`config.mk`:
```
export PLATFORM = sky130hd
export DESIGN_NAME = dcache_dirty_tracker
export DESIGN_NICKNAME = d
export VERILOG_FILES = /design/src/rtl/dcache_pkg.sv /design/src/rtl/dcache_dirty_walker.sv /design/src/rtl/dcache_dirty_tracker.sv
export SDC_FILE = /design/constraint.sdc
export NUM_CORES = 1
export LEC_CHECK = 0
export CAP_MARGIN = 30
export CORE_MARGIN = 2
export CORE_UTILIZATION = 50
export CTS_CLUSTER_DIAMETER = 120
export DETAILED_ROUTE_END_ITERATION = 8
export GPL_TIMING_DRIVEN = 1
export PLACE_DENSITY = 0.82
export SYNTH_ARGS = -nofsm -noshare
export SYNTH_HDL_FRONTEND = slang
export SYNTH_HIERARCHICAL = 1
export SYNTH_SLANG_ARGS = --single-unit
```
`constraint.sdc`:
```
create_clock -name clk -period 3.1 [get_ports clk]
set_input_delay 0.62 -clock clk [delete_from_list [all_inputs] [get_ports clk]]
set_output_delay 0.62 -clock clk [all_outputs]
set_load 0.1 [all_outputs]
```
`src/rtl/dcache_pkg.sv`:
```
`default_nettype none
// ============================================================================
//  Module      : dcache_pkg
//  Description : Shared types and helpers for the Dcache dirty-bit tracker:
//                walker state encoding and a constant-foldable clog2.
//  Revision    : 1.0 - initial release
// ============================================================================
package dcache_pkg;

  // Flush walker states
  typedef enum logic [1:0] {
    WK_IDLE  = 2'd0,
    WK_SCAN  = 2'd1,
    WK_OFFER = 2'd2,
    WK_DONE  = 2'd3
  } walk_state_t;

  // Ceiling log2; clog2(1) = 0, clog2(2) = 1, clog2(33) = 6
  function automatic int clog2(input int value);
    int r;
    r = 0;
    for (int i = 0; i < 31; i++) begin
      if ((1 << i) < value) r = i + 1;
    end
    return r;
  endfunction

endpackage
`default_nettype wire

```
`src/rtl/dcache_dirty_walker.sv`:
```
`default_nettype none
// ============================================================================
//  Module      : dcache_dirty_walker
//  Description : Flush walker. Steps a (set, way) pointer over the whole
//                dirty store, offers each dirty entry to the write-back unit
//                and strobes a clear when the offer is accepted.
//  Revision    : 1.0 - initial release
// ============================================================================
module dcache_dirty_walker
  import dcache_pkg::*;
#(
  parameter int SET_ADDR_W = 4,
  parameter int WAYS       = 2,
  localparam int WAY_W     = clog2(WAYS)
) (
  input  logic                  clk,
  input  logic                  rst,
  input  logic                  i_flush_req,
  input  logic                  i_entry_dirty,
  input  logic                  i_fl_ready,
  output logic [SET_ADDR_W-1:0] o_ptr_set,
  output logic [WAY_W-1:0]      o_ptr_way,
  output logic                  o_clr,
  output logic                  o_busy,
  output logic                  o_fl_valid,
  output logic                  o_done
);

  localparam logic [SET_ADDR_W-1:0] c_LAST_SET = '1;
  localparam logic [WAY_W-1:0]      c_LAST_WAY = WAY_W'(WAYS - 1);

  walk_state_t           r_state, w_state_nxt;
  logic [SET_ADDR_W-1:0] r_set, w_set_nxt;
  logic [WAY_W-1:0]      r_way, w_way_nxt;
  logic                  w_last;

  assign w_last    = (r_set == c_LAST_SET) && (r_way == c_LAST_WAY);
  assign o_ptr_set = r_set;
  assign o_ptr_way = r_way;

  // State and pointer registers; reset abandons any walk without a done pulse
  always_ff @(posedge clk or posedge rst) begin
    if (rst) begin
      r_state <= WK_IDLE;
      r_set   <= '0;
      r_way   <= '0;
    end else begin
      r_state <= w_state_nxt;
      r_set   <= w_set_nxt;
      r_way   <= w_way_nxt;
    end
  end

  // Next state, pointer advance (way first, then set) and handshake outputs
  always_comb begin
    w_state_nxt = r_state;
    w_set_nxt   = r_set;
    w_way_nxt   = r_way;
    o_clr       = 1'b0;
    o_busy      = 1'b0;
    o_fl_valid  = 1'b0;
    o_done      = 1'b0;
    case (r_state)
      WK_IDLE: begin
        if (i_flush_req) begin
          w_state_nxt = WK_SCAN;
          w_set_nxt   = '0;
          w_way_nxt   = '0;
        end
      end
      WK_SCAN: begin
        o_busy = 1'b1;
        if (i_entry_dirty) begin
          w_state_nxt = WK_OFFER;
        end else if (w_last) begin
          w_state_nxt = WK_DONE;
        end else if (r_way == c_LAST_WAY) begin
          w_way_nxt = '0;
          w_set_nxt = r_set + SET_ADDR_W'(1);
        end else begin
          w_way_nxt = r_way + WAY_W'(1);
        end
      end
      WK_OFFER: begin
        o_busy     = 1'b1;
        o_fl_valid = 1'b1;
        if (i_fl_ready) begin
          o_clr = 1'b1;
          if (w_last) begin
            w_state_nxt = WK_DONE;
          end else begin
            w_state_nxt = WK_SCAN;
            if (r_way == c_LAST_WAY) begin
              w_way_nxt = '0;
              w_set_nxt = r_set + SET_ADDR_W'(1);
            end else begin
              w_way_nxt = r_way + WAY_W'(1);
            end
          end
        end
      end
      WK_DONE: begin
        o_done      = 1'b1;
        w_state_nxt = WK_IDLE;
      end
      default: begin
        w_state_nxt = WK_IDLE;
      end
    endcase
  end

endmodule
`default_nettype wire

```
`src/rtl/dcache_dirty_tracker.sv`:
```
`default_nettype none
// ============================================================================
//  Module      : dcache_dirty_tracker
//  Description : Per-set, per-way dirty-bit store with combinational lookup,
//                a running dirty-entry count and a flush walker that hands
//                every dirty entry to the write-back unit.
//  Revision    : 1.0 - initial release
// ============================================================================
module dcache_dirty_tracker
  import dcache_pkg::*;
#(
  parameter int SET_ADDR_W = 4,
  parameter int WAYS       = 2,
  localparam int SETS      = 2 ** SET_ADDR_W,
  localparam int WAY_W     = clog2(WAYS),
  localparam int CNT_W     = clog2(SETS * WAYS + 1)
) (
  input  logic                  clk,
  input  logic                  rst,
  input  logic [SET_ADDR_W-1:0] i_lk_addr,
  input  logic [WAY_W-1:0]      i_lk_way,
  output logic                  o_lk_dirty,
  output logic [WAYS-1:0]       o_lk_dirty_vec,
  input  logic [SET_ADDR_W-1:0] i_upd_addr,
  input  logic [WAY_W-1:0]      i_upd_way,
  input  logic                  i_upd_set1,
  input  logic                  i_upd_set0,
  output logic [CNT_W-1:0]      o_dirty_cnt,
  input  logic                  i_flush_req,
  output logic                  o_flush_busy,
  output logic                  o_fl_valid,
  output logic [SET_ADDR_W-1:0] o_fl_set,
  output logic [WAY_W-1:0]      o_fl_way,
  input  logic                  i_fl_ready,
  output logic                  o_flush_done
);

  // Way indices are compared one bit wider so a non-power-of-two WAYS fits
  localparam logic [WAY_W:0] c_WAYS = (WAY_W + 1)'(WAYS);

  logic [WAYS-1:0]       r_dirty     [SETS];
  logic [WAYS-1:0]       w_dirty_nxt [SETS];
  logic [CNT_W-1:0]      r_cnt;
  logic [SET_ADDR_W-1:0] w_ptr_set;
  logic [WAY_W-1:0]      w_ptr_way;
  logic                  w_clr, w_entry_dirty;
  logic                  w_lk_ok, w_upd_ok, w_upd_bit, w_same;
  logic                  w_inc, w_dec_upd, w_dec_clr;

  assign w_lk_ok  = ({1'b0, i_lk_way}  < c_WAYS);
  assign w_upd_ok = ({1'b0, i_upd_way} < c_WAYS);

  assign o_lk_dirty_vec = r_dirty[i_lk_addr];
  assign o_lk_dirty     = w_lk_ok & o_lk_dirty_vec[i_lk_way];
  assign w_entry_dirty  = r_dirty[w_ptr_set][w_ptr_way];

  dcache_dirty_walker #(
    .SET_ADDR_W (SET_ADDR_W),
    .WAYS       (WAYS)
  ) u_walker (
    .clk           (clk),
    .rst           (rst),
    .i_flush_req   (i_flush_req),
    .i_entry_dirty (w_entry_dirty),
    .i_fl_ready    (i_fl_ready),
    .o_ptr_set     (w_ptr_set),
    .o_ptr_way     (w_ptr_way),
    .o_clr         (w_clr),
    .o_busy        (o_flush_busy),
    .o_fl_valid    (o_fl_valid),
    .o_done        (o_flush_done)
  );

  assign o_fl_set    = w_ptr_set;
  assign o_fl_way    = w_ptr_way;
  assign o_dirty_cnt = r_cnt;

  // Next dirty image: walker clear, then set0, then set1 so set1 wins on overlap
  always_comb begin
    w_dirty_nxt = r_dirty;
    if (w_clr) w_dirty_nxt[w_ptr_set][w_ptr_way] = 1'b0;
    if (w_upd_ok && i_upd_set0) w_dirty_nxt[i_upd_addr][i_upd_way] = 1'b0;
    if (w_upd_ok && i_upd_set1) w_dirty_nxt[i_upd_addr][i_upd_way] = 1'b1;
  end

  // Count deltas: only real 0->1 / 1->0 transitions move the counter, and a
  // walker clear on the entry being updated this cycle is already covered
  always_comb begin
    w_upd_bit = w_upd_ok & r_dirty[i_upd_addr][i_upd_way];
    w_same    = w_upd_ok && (i_upd_addr == w_ptr_set) && (i_upd_way == w_ptr_way);
    w_inc     = w_upd_ok & i_upd_set1 & ~w_upd_bit;
    w_dec_upd = w_upd_ok & ~i_upd_set1 & i_upd_set0 & w_upd_bit;
    w_dec_clr = w_clr & w_entry_dirty & ~(w_same & (i_upd_set1 | i_upd_set0));
  end

  // Dirty storage and running count
  always_ff @(posedge clk or posedge rst) begin
    if (rst) begin
      for (int s = 0; s < SETS; s++) r_dirty[s] <= '0;
      r_cnt <= '0;
    end else begin
      r_dirty <= w_dirty_nxt;
      r_cnt   <= r_cnt + CNT_W'(w_inc) - CNT_W'(w_dec_upd) - CNT_W'(w_dec_clr);
    end
  end

endmodule
`default_nettype wire
```
* Word level (Yosys, flattened, before mapping)
Cells that the tools add are included.
Operators by class: reduce and logical (&&, ||, !) cells 11, equal/unequal tests 10, magnitude comparators 10, bitwise operators 18, muxes and demuxes 49, $add $sub $neg 5
Operators with widths (number):
- $mux 32 | 3
- $and 32x32->32 | 2
- $not 32->32 | 2
- $or 32x32->32 | 1
- $mux 2 | 13
- $bmux 2 s4 | 3
- $mux 4 | 5
- $mux 1 | 18
- $demux 2 s4 | 2
- $ge 5x5->1 const B | 3
- $not 4->5 | 3
- $pmux 4 s3 | 1
- $sub 6x1->6 | 2
- $lt 5x1->1 const B | 2
- $pmux 2 s4 | 1
- $add 6x1->6 | 1
- $and 1x1->1 | 6
- $logic_and 1x1->1 | 6
- $lt 1x2->1 const B | 3
- $ne 2x2->1 const B | 3
- $add 4x1->4 const B | 1
- $eq 2x2->1 const B | 2
- $eq 4x4->1 | 1
- $eq 4x4->1 const B | 1
- 14 further kinds | 18
Word-level totals: register bits after elaboration 45, bits of input ports 16, output and inout port bits 17, word-level logic and storage cells 123

* Depth between registers and ports, before layout
depth in word-level cells 13, gate-level depth with buffers 17, gate-level depth less buffers 15

* Cells and area by module
Netlist, hierarchy kept.
Modules (own cells, without submodules):
- dcache_dirty_tracker | area an instance 3017.9 um^2, cells an instance 343, times used 1
- dcache_dirty_walker | area an instance 513.0 um^2, cells an instance 54, times used 1

* Worst setup path before layout
Ideal clock, no wire load.
path type register to register, from reg u_walker.r_set[2] (netlist: u_walker/o_ptr_set[2]), to reg r_cnt[5] (netlist: o_dirty_cnt[5]), slack -778 ps, arrival time 3750 ps, library setup time 128 ps, data required time 2972 ps, cell stages (with the launch flop) 16, cells stage by stage dfrtp_1 > buf_2 > mux2_2 > o211ai_1 > nand4_1 > o311a_1 > fa_1 > ha_1 > inv_1 > ha_1 > inv_1 > fa_1 > inv_1 > a21o_1 > a21oi_1 > xnor2_1
Between the ends: word-level cells in the longest chain between the ends 9, elaborated cells between the ends (all ways) 13
RTL lines:
- from (decl) | RTL line dcache_dirty_walker.sv:33 | logic [SET_ADDR_W-1:0] r_set, w_set_nxt;
- from (signal assigned) | RTL line dcache_dirty_walker.sv:49 | r_set <= w_set_nxt;
- $not 4->5 (not written as such) | RTL line dcache_dirty_tracker.sv:55 | assign w_entry_dirty = r_dirty[w_ptr_set][w_ptr_way];
- $bmux 2 s4 | RTL line dcache_dirty_tracker.sv:55
- $mux 2 (not written as such) (2 in series) | RTL line dcache_dirty_tracker.sv:55
- $mux 1 (not written as such) (2 in series) | RTL line dcache_dirty_tracker.sv:55
- named net w_entry_dirty | RTL line dcache_dirty_tracker.sv:46 | logic w_clr, w_entry_dirty;
- $and 1x1->1 (2 in series) | RTL line dcache_dirty_tracker.sv:93 | w_dec_clr = w_clr & w_entry_dirty & ~(w_same & (i_upd_set1 | i_upd_set0));
- $sub 6x1->6 | RTL line dcache_dirty_tracker.sv:103 | r_cnt <= r_cnt + CNT_W'(w_inc) - CNT_W'(w_dec_upd) - CNT_W'(w_dec_clr);
- to (signal assigned) | RTL line dcache_dirty_tracker.sv:103
- to (decl) | RTL line dcache_dirty_tracker.sv:43 | logic [CNT_W-1:0] r_cnt;
The timed path passes the listed nets, and every way through them passes these cells. The select of a mux whose other input is x is not followed. A chain may end at the register's enable or synchronous reset.

* Final worst setup path
Same ends and word-level chain as after synthesis.

==> results.py <==
metrics = {
    "logic_synthesis": {
        "synthMostInstantiatedCell": "nand2_1",
        "yosysSeqAreaShare": 0.319,
        "synth_cell_types": 51,
        "mappedNetlistArea_um2": 3530,
        "synth_area_leaders": "dfrtp_1, a22oi_1, mux2i_1",
        "ys.flop_type": "dfrtp_1",
        "async_flop_share": 1.00,
        "synth_cells": 397,
        "synth_edf_count": 0,
        "syn-num-nets": 428,
        "ys_top_cells_by_count": "nand2_1, dfrtp_1, a22oi_1, o21ai_0, mux2i_1",
        "yosysTopAreaCellShare": 0.319,
        "ys_warn_count": 6,
        "syn_avg_cell_area_um2": 8.89,
        "synth_area_leader_cell": "dfrtp_1",
        "ys_ff_latch": 45,
    },
    "routing": {
        "drtAntennaViolNets": 0,
        "drt_iter0_markers": 387,
        "firstDrtPassIters": 5,
        "avgRoutedWirePerCell_um": 19.2,
        "vias": 3632,
        "via_per_inst": 6.29,
        "routed_wl_um": 11100,
        "route.detailed.drc": 0,
    },
    "setup_path": {
        "rr_endpoint": "o_dirty_cnt[5]",
        "cp.arrival_ns": 3.43,
        "r2r_setup_slack_ns": -0.1,
        "cp.required_ns": 3.33,
        "end_kind": "flip-flop",
        "cp_max_fo": 7,
        "setup.worst_path.class": "reg -> reg",
        "crit_path_start": "u_walker/o_ptr_set[2]",
        "r2r-start": "u_walker/o_ptr_set[2]",
        "worst_setup_path_start_kind": "flip-flop",
        "worst-r2r-cell-count": 15,
    },
    "sta": {
        "slew_headroom": 0.552,
        "tightest_slew_ns": 0.671,
        "setup_ws_ns": -0.0994,
        "max_freq_ghz": 0.313,
        "fin_tns_setup_ns": -0.0994,
        "setup_viol": 1,
        "grt_setup_unrepaired": "yes",
        "fin_worst_skew_ns": 0.00818,
        "period_needed_ns": 3.20,
        "holdWs_ns": 0.556,
        "final_max_slew_viol_count": 0,
        "final_hold_viol_count": 0,
        "period_share": 1.03,
    },
    "job": {
        "maxCapViolations": 0,
    },
    "grt": {
        "grt_first_pass_wirelength_um": 17600,
        "antenna_found_initial": 0,
        "grt_pass1_vias": 3432,
        "track_usage": 0.297,
        "gr-total-overflow": 0,
        "grt_max_degree": 39,
    },
    "clock_network": {
        "cts_buffer_depth": 2,
        "clock_latency_ns": 0.31,
        "numCtsBuffers": 5,
        "clk_pin_slew_ns": 0.09,
        "cts_root_buffer": "clkbuf_8",
        "h-tree-depth": 2,
        "cts_tree": "yes",
        "cts.sinks": 45,
    },
    "floorplanning": {
        "core_area_um2": 6830,
        "die_area_um2": 7750,
        "die_w_um": 88.0,
        "rows": 30,
        "io_pins": 33,
        "die_y_um": 88.0,
        "start_util": 0.517,
    },
    "power": {
        "clkPwrFrac": 0.096,
        "ir_drop_uv": 765,
        "intPower_mw": 1.95,
        "p_comb_frac": 0.635,
        "powerDensity_nw_per_um2": 839,
        "p_total_mw": 3.91,
        "seqPwrFrac": 0.269,
        "p_leak_nw": 2.03,
        "power_switching_mw": 1.96,
        "switching_share": 0.502,
    },
    "cells_and_area": {
        "stdcell_area_um2": 4650,
        "diodes": 0,
        "drive_above_1_share": 0.291,
        "final_nets": 512,
        "final_core_util": 0.681,
        "stdcell_count": 577,
        "area_growth_syn_to_layout_pct": 31.8,
    },
    "place": {
        "place_inst": 552,
        "port_buffers": 32,
        "dpl.hpwl_um": 7780,
        "place_ws_ns": -0.841,
        "placed_area_um2": 4310,
        "place.gp.congestion": 1.05,
    },
    "hold_path": {
        "hold_path.class": "in -> async",
    },
    "status": {
        "status": "finished, violations left",
        "violations": "negative setup slack",
    },
}
-- logic make-up (layout without fill, tap and decap cells) --
family | count (synthesis) | count (layout) | synth area share
compound gates | 106 | 106 | 0.196
flops | 45 | 45 | 0.319
buf+inv | 43 | 127 | 0.0570
xor+xnor | 9 | 9 | 0.0223
fa+ha+maj | 15 | 15 | 0.0574
simple gates | 137 | 137 | 0.192
mux | 42 | 42 | 0.156
-- registers in the layout (all words and copies together) (netlist names) --
signal              count
o_dirty_cnt             6
u_walker/o_ptr_set      4
r_dirty                32
u_walker/r_state        2
u_walker/o_ptr_way      1
-- worst max path at each step --
stage	cells past startpoint	end	slack, ns
floorplan	15	o_dirty_cnt[5]	-0.18
global placement	17	o_dirty_cnt[5]	-0.77
detailed placement	17	o_dirty_cnt[5]	-0.84
CTS	17	o_dirty_cnt[5]	-0.14
global route	18	o_dirty_cnt[5]	-0.16
finish	15	o_dirty_cnt[5]	-0.1
-- power groups by stage --
| stage | registers [mW] | logic [mW] | clock network, mW |
|---|---|---|---|
| after floorplan | 1.34 | 1.35 | 0 |
| after global placement | 1.05 | 2.22 | 0 |
| after detailed placement | 1.05 | 2.28 | 0 |
| after CTS | 1.04 | 2.39 | 0.375 |
| after global routing | 1.07 | 2.64 | 0.402 |
| final | 1.05 | 2.48 | 0.375 |
-- critical path, stage by stage (launching register included) --
cell	delay, ns
dfrtp_4	0.48
buf_6	0.15
mux2_4	0.29
o211ai_1	0.19
nand4_1	0.19
o311a_1	0.19
fa_2	0.56
inv_2	0.04
ha_4	0.15
ha_4	0.15
inv_2	0.05
fa_2	0.20
inv_2	0.03
a21o_1	0.18
a21oi_2	0.14
xnor2_1	0.13
-- placed cells by master (no fill, tap or decap), types with 9 or more instances in the layout --
cell type / netlist / layout
mux2i_1: 25 / 25
dfrtp_1: 45 / 40
ha_1: 13 / 10
nand2_1: 49 / 48
a21oi_1: 13 / 10
nand2b_1: 13 / 11
o21ai_0: 34 / 33
nor2b_1: 10 / 9
buf_4: 2 / 74
inv_1: 20 / 17
nor2_1: 22 / 20
a22oi_1: 38 / 37
nand3_1: 9 / 9
-- routing by layer --
metal / up-vias / track usage / routed length (um)
met1: 1718 / 0.386 / 4370
li1: 1608 / - / -
met5: - / 0 / 0
met2: 258 / 0.478 / 5130
met4: 0 / 0.128 / 444
met3: 48 / 0.0707 / 1120
-- final cells by class --
type	instances	area, um2
multi-input combinational	309	2330
fill	529	2180
sequential	45	1140
timing repair buffer	100	898
tap	96	120
clock buffer	7	86.3
inverter	20	75.1
-- timing repair --
action,CTS,global route
resized for setup,35,13
cloned,2,0
pin swaps,18,19
hold buffers,0,0
setup buffers,13,5
endpoints found under the hold margin,0,0
setup endpoints to repair,6,4
No activity file was read; power rests on OpenSTA's default activity.
